## config.mk

```make
export PLATFORM = sky130hd
export DESIGN_NAME = id_ex_stage_flat
export DESIGN_NICKNAME = d
export VERILOG_FILES = /design/src/rtl/id_ex_stage_if.sv /design/src/rtl/id_ex_stage.sv /design/src/flat_wrapper.sv
export SDC_FILE = /design/constraint.sdc
export NUM_CORES = 1
export LEC_CHECK = 0
export ABC_CLOCK_PERIOD_IN_PS = 6400
export CAP_MARGIN = 20
export CORE_MARGIN = 8
export CORE_UTILIZATION = 50
export CTS_BUF_LIST = sky130_fd_sc_hd__clkbuf_4
export CTS_CLUSTER_DIAMETER = 50
export DETAILED_ROUTE_END_ITERATION = 8
export PLACE_DENSITY = 0.87
export SKIP_LAST_GASP = 1
export SYNTH_ARGS = -nofsm -noshare
export SYNTH_HDL_FRONTEND = slang
export SYNTH_SLANG_ARGS = --single-unit
export TNS_END_PERCENT = 1
```

## constraint.sdc

```tcl
create_clock -name clk -period 6.4 [get_ports clk]
set_clock_uncertainty 0.05 [all_clocks]
set_input_delay 1.28 -clock clk [delete_from_list [all_inputs] [get_ports clk]]
set_output_delay 1.28 -clock clk [all_outputs]
set_load 0.02 [all_outputs]
```

## src/rtl/id_ex_stage_if.sv

```systemverilog
// ID/EX stage bundle: decoded ID fields, forwarding sources and control in; ALU operands out.
// master is the surrounding pipeline, slave is the id_ex_stage itself.
interface id_ex_stage_if #(
    parameter int unsigned DW  = 32,
    parameter int unsigned RW  = 5,
    parameter int unsigned OPW = 5
);
    logic           id_valid;
    logic [RW-1:0]  id_rs;
    logic [RW-1:0]  id_rt;
    logic           id_rt_used;
    logic [RW-1:0]  id_rd;
    logic [DW-1:0]  id_rs_data;
    logic [DW-1:0]  id_rt_data;
    logic [DW-1:0]  id_imm;
    logic [4:0]     id_shamt;
    logic [OPW-1:0] id_alu_op;
    logic           id_alu_src;
    logic           id_reg_write;
    logic           id_mem_read;
    logic           id_mem_write;
    logic           flush;
    logic           ex_hold;
    logic           mem_reg_write;
    logic [RW-1:0]  mem_rd;
    logic [DW-1:0]  mem_fwd_data;
    logic           wb_reg_write;
    logic [RW-1:0]  wb_rd;
    logic [DW-1:0]  wb_data;

    logic           id_stall;
    logic [DW-1:0]  alu_a;
    logic [DW-1:0]  alu_b;
    logic [OPW-1:0] alu_op;
    logic [4:0]     alu_shamt;
    logic [DW-1:0]  ex_store_data;
    logic [RW-1:0]  ex_rd;
    logic           ex_valid;
    logic           ex_reg_write;
    logic           ex_mem_read;
    logic           ex_mem_write;

    modport master (
        output id_valid, id_rs, id_rt, id_rt_used, id_rd, id_rs_data, id_rt_data, id_imm,
               id_shamt, id_alu_op, id_alu_src, id_reg_write, id_mem_read, id_mem_write,
               flush, ex_hold, mem_reg_write, mem_rd, mem_fwd_data, wb_reg_write, wb_rd,
               wb_data,
        input  id_stall, alu_a, alu_b, alu_op, alu_shamt, ex_store_data, ex_rd, ex_valid,
               ex_reg_write, ex_mem_read, ex_mem_write
    );

    modport slave (
        input  id_valid, id_rs, id_rt, id_rt_used, id_rd, id_rs_data, id_rt_data, id_imm,
               id_shamt, id_alu_op, id_alu_src, id_reg_write, id_mem_read, id_mem_write,
               flush, ex_hold, mem_reg_write, mem_rd, mem_fwd_data, wb_reg_write, wb_rd,
               wb_data,
        output id_stall, alu_a, alu_b, alu_op, alu_shamt, ex_store_data, ex_rd, ex_valid,
               ex_reg_write, ex_mem_read, ex_mem_write
    );
endinterface

```

## src/rtl/id_ex_stage.sv

```systemverilog
// ID/EX pipeline register with load-use bubble insertion, hold/flush handling and
// EX/MEM > MEM/WB operand forwarding in front of the ALU.
module id_ex_stage #(
    parameter int unsigned DW  = 32,
    parameter int unsigned RW  = 5,
    parameter int unsigned OPW = 5
) (
    input logic          clk,
    input logic          rstn,
    id_ex_stage_if.slave bus
);

    logic           r_valid;
    logic           r_reg_write;
    logic           r_mem_read;
    logic           r_mem_write;
    logic [OPW-1:0] r_alu_op;
    logic           r_alu_src;
    logic [RW-1:0]  r_rs;
    logic [RW-1:0]  r_rt;
    logic [RW-1:0]  r_rd;
    logic [DW-1:0]  r_rs_data;
    logic [DW-1:0]  r_rt_data;
    logic [DW-1:0]  r_imm;
    logic [4:0]     r_shamt;

    logic           w_rs_match;
    logic           w_rt_match;
    logic           w_hazard;
    logic           w_bubble;
    logic [DW-1:0]  w_fwd_a;
    logic [DW-1:0]  w_fwd_b;

    // Load in EX whose destination the ID instruction reads: result not ready until MEM.
    always_comb begin
        w_rs_match = (r_rd == bus.id_rs);
        w_rt_match = bus.id_rt_used && (r_rd == bus.id_rt);
        w_hazard   = r_valid && r_mem_read && (r_rd != '0) && (w_rs_match || w_rt_match) &&
                     bus.id_valid;
        w_bubble   = bus.flush || w_hazard;
    end

    assign bus.id_stall = bus.ex_hold || (w_hazard && !bus.flush);

    always_ff @(posedge clk) begin
        if (!rstn) begin
            r_valid     <= 1'b0;
            r_reg_write <= 1'b0;
            r_mem_read  <= 1'b0;
            r_mem_write <= 1'b0;
            r_alu_op    <= '0;
            r_alu_src   <= 1'b0;
            r_rs        <= '0;
            r_rt        <= '0;
            r_rd        <= '0;
            r_rs_data   <= '0;
            r_rt_data   <= '0;
            r_imm       <= '0;
            r_shamt     <= '0;
        end else if (!bus.ex_hold) begin
            if (w_bubble) begin
                r_valid     <= 1'b0;
                r_reg_write <= 1'b0;
                r_mem_read  <= 1'b0;
                r_mem_write <= 1'b0;
                r_alu_op    <= '0;
            end else begin
                // An empty ID slot enters EX as a bubble with every control cleared.
                r_valid     <= bus.id_valid;
                r_reg_write <= bus.id_valid && bus.id_reg_write;
                r_mem_read  <= bus.id_valid && bus.id_mem_read;
                r_mem_write <= bus.id_valid && bus.id_mem_write;
                r_alu_op    <= bus.id_valid ? bus.id_alu_op : '0;
                r_alu_src   <= bus.id_alu_src;
                r_rs        <= bus.id_rs;
                r_rt        <= bus.id_rt;
                r_rd        <= bus.id_rd;
                r_rs_data   <= bus.id_rs_data;
                r_rt_data   <= bus.id_rt_data;
                r_imm       <= bus.id_imm;
                r_shamt     <= bus.id_shamt;
            end
        end
    end

    always_comb begin
        w_fwd_a = r_rs_data;
        if (bus.mem_reg_write && (bus.mem_rd != '0) && (bus.mem_rd == r_rs)) begin
            w_fwd_a = bus.mem_fwd_data;
        end else if (bus.wb_reg_write && (bus.wb_rd != '0) && (bus.wb_rd == r_rs)) begin
            w_fwd_a = bus.wb_data;
        end
    end

    always_comb begin
        w_fwd_b = r_rt_data;
        if (bus.mem_reg_write && (bus.mem_rd != '0) && (bus.mem_rd == r_rt)) begin
            w_fwd_b = bus.mem_fwd_data;
        end else if (bus.wb_reg_write && (bus.wb_rd != '0) && (bus.wb_rd == r_rt)) begin
            w_fwd_b = bus.wb_data;
        end
    end

    assign bus.alu_a         = w_fwd_a;
    assign bus.alu_b         = r_alu_src ? r_imm : w_fwd_b;
    assign bus.ex_store_data = w_fwd_b;
    assign bus.alu_op        = r_alu_op;
    assign bus.alu_shamt     = r_shamt;
    assign bus.ex_rd         = r_rd;
    assign bus.ex_valid      = r_valid;
    assign bus.ex_reg_write  = r_reg_write;
    assign bus.ex_mem_read   = r_mem_read;
    assign bus.ex_mem_write  = r_mem_write;

endmodule
```

## src/flat_wrapper.sv

```systemverilog
// flat-port wrapper written by rule: the top's interface ports become plain ports
module id_ex_stage_flat 
#(
    parameter int unsigned DW  = 32,
    parameter int unsigned RW  = 5,
    parameter int unsigned OPW = 5
)
  (clk, rstn, bus_id_valid, bus_id_rs, bus_id_rt, bus_id_rt_used, bus_id_rd, bus_id_rs_data, bus_id_rt_data, bus_id_imm, bus_id_shamt, bus_id_alu_op, bus_id_alu_src, bus_id_reg_write, bus_id_mem_read, bus_id_mem_write, bus_flush, bus_ex_hold, bus_mem_reg_write, bus_mem_rd, bus_mem_fwd_data, bus_wb_reg_write, bus_wb_rd, bus_wb_data, bus_id_stall, bus_alu_a, bus_alu_b, bus_alu_op, bus_alu_shamt, bus_ex_store_data, bus_ex_rd, bus_ex_valid, bus_ex_reg_write, bus_ex_mem_read, bus_ex_mem_write);
  id_ex_stage_if #(.DW(DW), .RW(RW), .OPW(OPW)) bus_i ();
  input logic clk;
  input logic rstn;
  input wire logic [$bits(bus_i.id_valid)-1:0] bus_id_valid;
  input wire logic [$bits(bus_i.id_rs)-1:0] bus_id_rs;
  input wire logic [$bits(bus_i.id_rt)-1:0] bus_id_rt;
  input wire logic [$bits(bus_i.id_rt_used)-1:0] bus_id_rt_used;
  input wire logic [$bits(bus_i.id_rd)-1:0] bus_id_rd;
  input wire logic [$bits(bus_i.id_rs_data)-1:0] bus_id_rs_data;
  input wire logic [$bits(bus_i.id_rt_data)-1:0] bus_id_rt_data;
  input wire logic [$bits(bus_i.id_imm)-1:0] bus_id_imm;
  input wire logic [$bits(bus_i.id_shamt)-1:0] bus_id_shamt;
  input wire logic [$bits(bus_i.id_alu_op)-1:0] bus_id_alu_op;
  input wire logic [$bits(bus_i.id_alu_src)-1:0] bus_id_alu_src;
  input wire logic [$bits(bus_i.id_reg_write)-1:0] bus_id_reg_write;
  input wire logic [$bits(bus_i.id_mem_read)-1:0] bus_id_mem_read;
  input wire logic [$bits(bus_i.id_mem_write)-1:0] bus_id_mem_write;
  input wire logic [$bits(bus_i.flush)-1:0] bus_flush;
  input wire logic [$bits(bus_i.ex_hold)-1:0] bus_ex_hold;
  input wire logic [$bits(bus_i.mem_reg_write)-1:0] bus_mem_reg_write;
  input wire logic [$bits(bus_i.mem_rd)-1:0] bus_mem_rd;
  input wire logic [$bits(bus_i.mem_fwd_data)-1:0] bus_mem_fwd_data;
  input wire logic [$bits(bus_i.wb_reg_write)-1:0] bus_wb_reg_write;
  input wire logic [$bits(bus_i.wb_rd)-1:0] bus_wb_rd;
  input wire logic [$bits(bus_i.wb_data)-1:0] bus_wb_data;
  output wire logic [$bits(bus_i.id_stall)-1:0] bus_id_stall;
  output wire logic [$bits(bus_i.alu_a)-1:0] bus_alu_a;
  output wire logic [$bits(bus_i.alu_b)-1:0] bus_alu_b;
  output wire logic [$bits(bus_i.alu_op)-1:0] bus_alu_op;
  output wire logic [$bits(bus_i.alu_shamt)-1:0] bus_alu_shamt;
  output wire logic [$bits(bus_i.ex_store_data)-1:0] bus_ex_store_data;
  output wire logic [$bits(bus_i.ex_rd)-1:0] bus_ex_rd;
  output wire logic [$bits(bus_i.ex_valid)-1:0] bus_ex_valid;
  output wire logic [$bits(bus_i.ex_reg_write)-1:0] bus_ex_reg_write;
  output wire logic [$bits(bus_i.ex_mem_read)-1:0] bus_ex_mem_read;
  output wire logic [$bits(bus_i.ex_mem_write)-1:0] bus_ex_mem_write;
  assign bus_i.id_valid = bus_id_valid;
  assign bus_i.id_rs = bus_id_rs;
  assign bus_i.id_rt = bus_id_rt;
  assign bus_i.id_rt_used = bus_id_rt_used;
  assign bus_i.id_rd = bus_id_rd;
  assign bus_i.id_rs_data = bus_id_rs_data;
  assign bus_i.id_rt_data = bus_id_rt_data;
  assign bus_i.id_imm = bus_id_imm;
  assign bus_i.id_shamt = bus_id_shamt;
  assign bus_i.id_alu_op = bus_id_alu_op;
  assign bus_i.id_alu_src = bus_id_alu_src;
  assign bus_i.id_reg_write = bus_id_reg_write;
  assign bus_i.id_mem_read = bus_id_mem_read;
  assign bus_i.id_mem_write = bus_id_mem_write;
  assign bus_i.flush = bus_flush;
  assign bus_i.ex_hold = bus_ex_hold;
  assign bus_i.mem_reg_write = bus_mem_reg_write;
  assign bus_i.mem_rd = bus_mem_rd;
  assign bus_i.mem_fwd_data = bus_mem_fwd_data;
  assign bus_i.wb_reg_write = bus_wb_reg_write;
  assign bus_i.wb_rd = bus_wb_rd;
  assign bus_i.wb_data = bus_wb_data;
  assign bus_id_stall = bus_i.id_stall;
  assign bus_alu_a = bus_i.alu_a;
  assign bus_alu_b = bus_i.alu_b;
  assign bus_alu_op = bus_i.alu_op;
  assign bus_alu_shamt = bus_i.alu_shamt;
  assign bus_ex_store_data = bus_i.ex_store_data;
  assign bus_ex_rd = bus_i.ex_rd;
  assign bus_ex_valid = bus_i.ex_valid;
  assign bus_ex_reg_write = bus_i.ex_reg_write;
  assign bus_ex_mem_read = bus_i.ex_mem_read;
  assign bus_ex_mem_write = bus_i.ex_mem_write;
  id_ex_stage #(.DW(DW), .RW(RW), .OPW(OPW)) u_core (.clk(clk), .rstn(rstn), .bus(bus_i));
endmodule
```

==> flow_summary.yaml <==
timing:
  totalNegativeSetupSlack_ns: 0
  layout_worst_path_cycle_share_pct: 89.1
  worst_hold_margin_ns: 0.443
  setup_viol_count_final: 0
  timing.final.max_slew_violations: 0
  timing_hold_violations_final: 0
  final.min_clock_period_ns: 5.70
  timing.slew.headroom_pct: 34.1
  transition_time_at_the_pin_with_the_least_slew_margin_ns: 0.988
  grt_setup_unrepaired: "no"
  final_critical_path_setup_slack_ns: 0.695
  fmax_mhz: 175
worst_setup_path:
  worst-endpoint-arrival_ns: 4.37
  cp-startpoint: "bus_wb_rd[4]"
  worst_r2r_startpoint: "u_core.bus.ex_rd[1]"
  worstPathCellList: "clkdlybuf4s50_1, xnor2_1, nand4_1, nor4_4, buf_4, mux2i_1, a21oi_1, clkdlybuf4s50_1"
  critPathTopFamily: "buffers and inverters"
  cpPeakStageDelay_ns: 0.66
  rrSetupSlack_ns: 3.01
  worst-setup-path-type: "in2out"
  r2r_path_end: "u_core.bus.ex_reg_write"
  cp-start-kind: "input port"
  cpMostUsedCell: "sky130_fd_sc_hd__clkdlybuf4s50_1"
  critPathCaptureType: "output pin"
  path_buf_inv: 3
  cp_data_required_time_ns: 5.07
  critPathMaxFanout: 25
  reg2regPathDepth: 7
  crit_path_top_delay_cell: "sky130_fd_sc_hd__clkdlybuf4s50_1"
cts:
  clock_tree.htree_level_count: 4
  numCtsBuffers: 17
  clock-sinks: 126
  holdBufCountCts: 0
  cts_root_buf: "sky130_fd_sc_hd__clkbuf_4"
  clock_insertion_delay_worst_skew_ns: 0.52
  tritoncts: "yes"
  postCtsSetupBuffers: 0
  number_of_buffers_on_the_longest_clock_path: 2
  cts-resized-gates: 0
  cts.clk_slew.worst_paths_ns: 0.12
yosys:
  yosysWarnings: 0
  synth-seq-area-share_pct: 26.6
  net_count_after_synthesis: 1384
  number_of_flops_mapped_to_enable_cells_by_yosys: 0
  synth_async_sr_flop_share_pct: 0
  total_of_flip_flops_plus_latches_after_synthesis: 126
  mappedNetlistArea_um2: 9470
  syn_avg_cell_area_um2: 8.04
  post_synthesis_instance_total: 1177
  synth.lib_cells_used.distinct: 34
  ys_dominant_reg_cell: "sky130_fd_sc_hd__dfxtp_1"
place:
  portBuffers: 322
  dp_hpwl_mm: 26.0
  placedInstanceArea_um2: 12600
  dp_slack_ns: 0.678
  gp_congestion: 0.950
die:
  die_ar_um2: 23600
  placement_rows: 50
  chipWidth_um: 154
  io-pin-count: 323
  initial_utilization_pct: 50.8
  die_height_um: 154
  core_area_um2: 18600
routing:
  wire_per_inst_um: 21.9
  drt-pass1-iter-count: 6
  detail_route.drc_violations: 0
  num_vias: 10511
  ant_nets_after_route: 0
  viasPerCell: 6.37
  drt_iter0_drc: 906
  drt_wl_total_mm: 36.1
min_path:
  min_delay_worst_endpoint: "u_core.bus.alu_op[2]"
  hold_path_startpoint: "u_core.bus.alu_op[2]"
  timing.hold.worst_path_depth: 1
  hold_crit_path_type: "reg2reg"
global_route:
  globalRoute.totalOverflow: 0
  number_of_antenna_violations_at_the_first_check_in_global_routing: 7
  globalRouteTotalUtil_pct: 29.1
  global_route_wire_length_before_repair_mm: 55.5
  largest_net_degree_at_the_start_of_global_routing: 236
  first_global_vias: 9940
final_layout:
  layout.filler_cells: 1527
  seq_area_um2: 2520
  multi_input_area_um2: 6370
  design_area_um2: 13000
  nets: 1604
  area_growth_pct: 36.8
  final_layout_size_suffix_gt1_share_pct: 17.1
status:
  status: "finished clean"
job:
  cap_violations: 0
power_and_ir_drop:
  vdd_drop_max_v: 0.000134
  static_leakage_nw: 3.88
  power-per-cell-area_nw_per_um2: 185
## flip-flops by register name (all words and copies together) (netlist names)
signal,flops
u_core.bus.ex_reg_write,1
u_core.r_alu_src,1
u_core.r_rt_data,32
u_core.r_rt,5
u_core.r_imm,32
u_core.bus.ex_rd,5
u_core.bus.ex_mem_write,1
u_core.r_rs_data,32
u_core.bus.ex_valid,1
u_core.bus.alu_op,5
u_core.bus.ex_mem_read,1
u_core.bus.alu_shamt,5
u_core.r_rs,5
## metrics by stage
stage,instances,utilization [%],power (W)
after floorplan,1177,-,0.00135
after global placement,1611,67.5,0.00174
after detailed placement,1611,67.5,0.00176
after CTS,1643,69.3,0.00240
after global routing,1649,69.5,0.00251
final,1649,69.5,0.00240
## worst reg2reg max path: stages (launching register included)
cell                      delay [ns]
sky130_fd_sc_hd__dfxtp_1        0.48
sky130_fd_sc_hd__xnor2_1        0.15
sky130_fd_sc_hd__nand3_1        0.15
sky130_fd_sc_hd__o22ai_4        0.20
sky130_fd_sc_hd__buf_4          0.56
sky130_fd_sc_hd__buf_4          0.91
sky130_fd_sc_hd__a21oi_1        0.44
sky130_fd_sc_hd__a22o_1         0.35
## routing by layer
layer	up-vias	share of wire [%]	global-route usage, %	wire length (um)
li1	4895	-	-	-
met1	5035	42	37.2	15200
met2	488	46	46.5	16800
met3	89	7.4	6.61	2650
met4	4	3.9	11.7	1420
met5	-	0.075	0	27
## layout by cell type, fill, tap and decap left out, types with 4 or more instances in the layout
master	instances
sky130_fd_sc_hd__nand2_1	120
sky130_fd_sc_hd__o221ai_1	117
sky130_fd_sc_hd__dfxtp_1	126
sky130_fd_sc_hd__nand3_1	270
sky130_fd_sc_hd__bufinv_16	4
sky130_fd_sc_hd__clkbuf_4	18
sky130_fd_sc_hd__nor3_1	33
sky130_fd_sc_hd__o21ai_1	15
sky130_fd_sc_hd__nor2_1	34
sky130_fd_sc_hd__a31oi_2	30
sky130_fd_sc_hd__mux2_2	149
sky130_fd_sc_hd__xor2_1	4
sky130_fd_sc_hd__xnor2_1	26
sky130_fd_sc_hd__clkdlybuf4s50_1	321
sky130_fd_sc_hd__a21oi_1	33
sky130_fd_sc_hd__o21ai_0	18
sky130_fd_sc_hd__mux2i_1	32
sky130_fd_sc_hd__a22o_1	8
sky130_fd_sc_hd__nand4_1	4
sky130_fd_sc_hd__diode_2	5
sky130_fd_sc_hd__buf_4	17
sky130_fd_sc_hd__clkinv_4	6
## kinds of logic (layout without fill, tap and decap cells)
group           count (synthesis)  in the layout  share of synthesized area [%]
mux                           181            181                           21.1
simple gates                  469            469                           23.1
flops                         126            126                           26.6
other cells                     0              5                              0
buf+inv                       141            374                           6.48
compound gates                230            230                           19.9
xor+xnor                       30             30                           2.78
## synth_stat cells, types with 4 or more instances
cell type,instances,area (um^2)
sky130_fd_sc_hd__nand3_1,270,1350
sky130_fd_sc_hd__mux2_2,149,1680
sky130_fd_sc_hd__dfxtp_1,126,2520
sky130_fd_sc_hd__nand2_1,120,450
sky130_fd_sc_hd__o221ai_1,117,1020
sky130_fd_sc_hd__clkbuf_1,103,387
sky130_fd_sc_hd__nor2_1,35,131
sky130_fd_sc_hd__a21oi_1,34,170
sky130_fd_sc_hd__nor3_1,33,165
sky130_fd_sc_hd__mux2i_1,32,320
sky130_fd_sc_hd__a31oi_2,30,375
sky130_fd_sc_hd__xnor2_1,26,228
sky130_fd_sc_hd__buf_2,22,110
sky130_fd_sc_hd__o21ai_0,18,90.1
sky130_fd_sc_hd__o21ai_1,15,75.1
sky130_fd_sc_hd__buf_1,12,45.0
sky130_fd_sc_hd__a22o_1,8,70.1
sky130_fd_sc_hd__nand4_1,4,25.0
sky130_fd_sc_hd__xor2_1,4,35.0
## how the worst max path moves through the flow
stage | to | slack (ns) | depth (start not counted)
after floorplan | bus_alu_b[21] | 2.14 | 7
after global placement | bus_alu_b[0] | 0.69 | 7
after detailed placement | bus_alu_b[0] | 0.68 | 7
after CTS | bus_alu_b[0] | 0.68 | 7
after global routing | bus_alu_a[21] | 0.53 | 8
final | bus_alu_a[21] | 0.70 | 8
## power breakdown
part           total [W]  internal [W]  switching, W
combinational   0.000836      0.000414      0.000422
sequential      0.000919      0.000852     0.0000672
clock           0.000647      0.000315      0.000332
total            0.00240       0.00158      0.000822
## cell type report
class | instances | share of cell area (%)
Antenna cell | 5 | 0.0966
Timing Repair Buffer | 342 | 26.4
Clock inverter | 14 | 1.50
Clock buffer | 18 | 1.04
Tap cell | 234 | 2.26
Sequential cell | 126 | 19.5
Multi-Input combinational cell | 910 | 49.2
No activity file was read; power rests on OpenSTA's default activity.
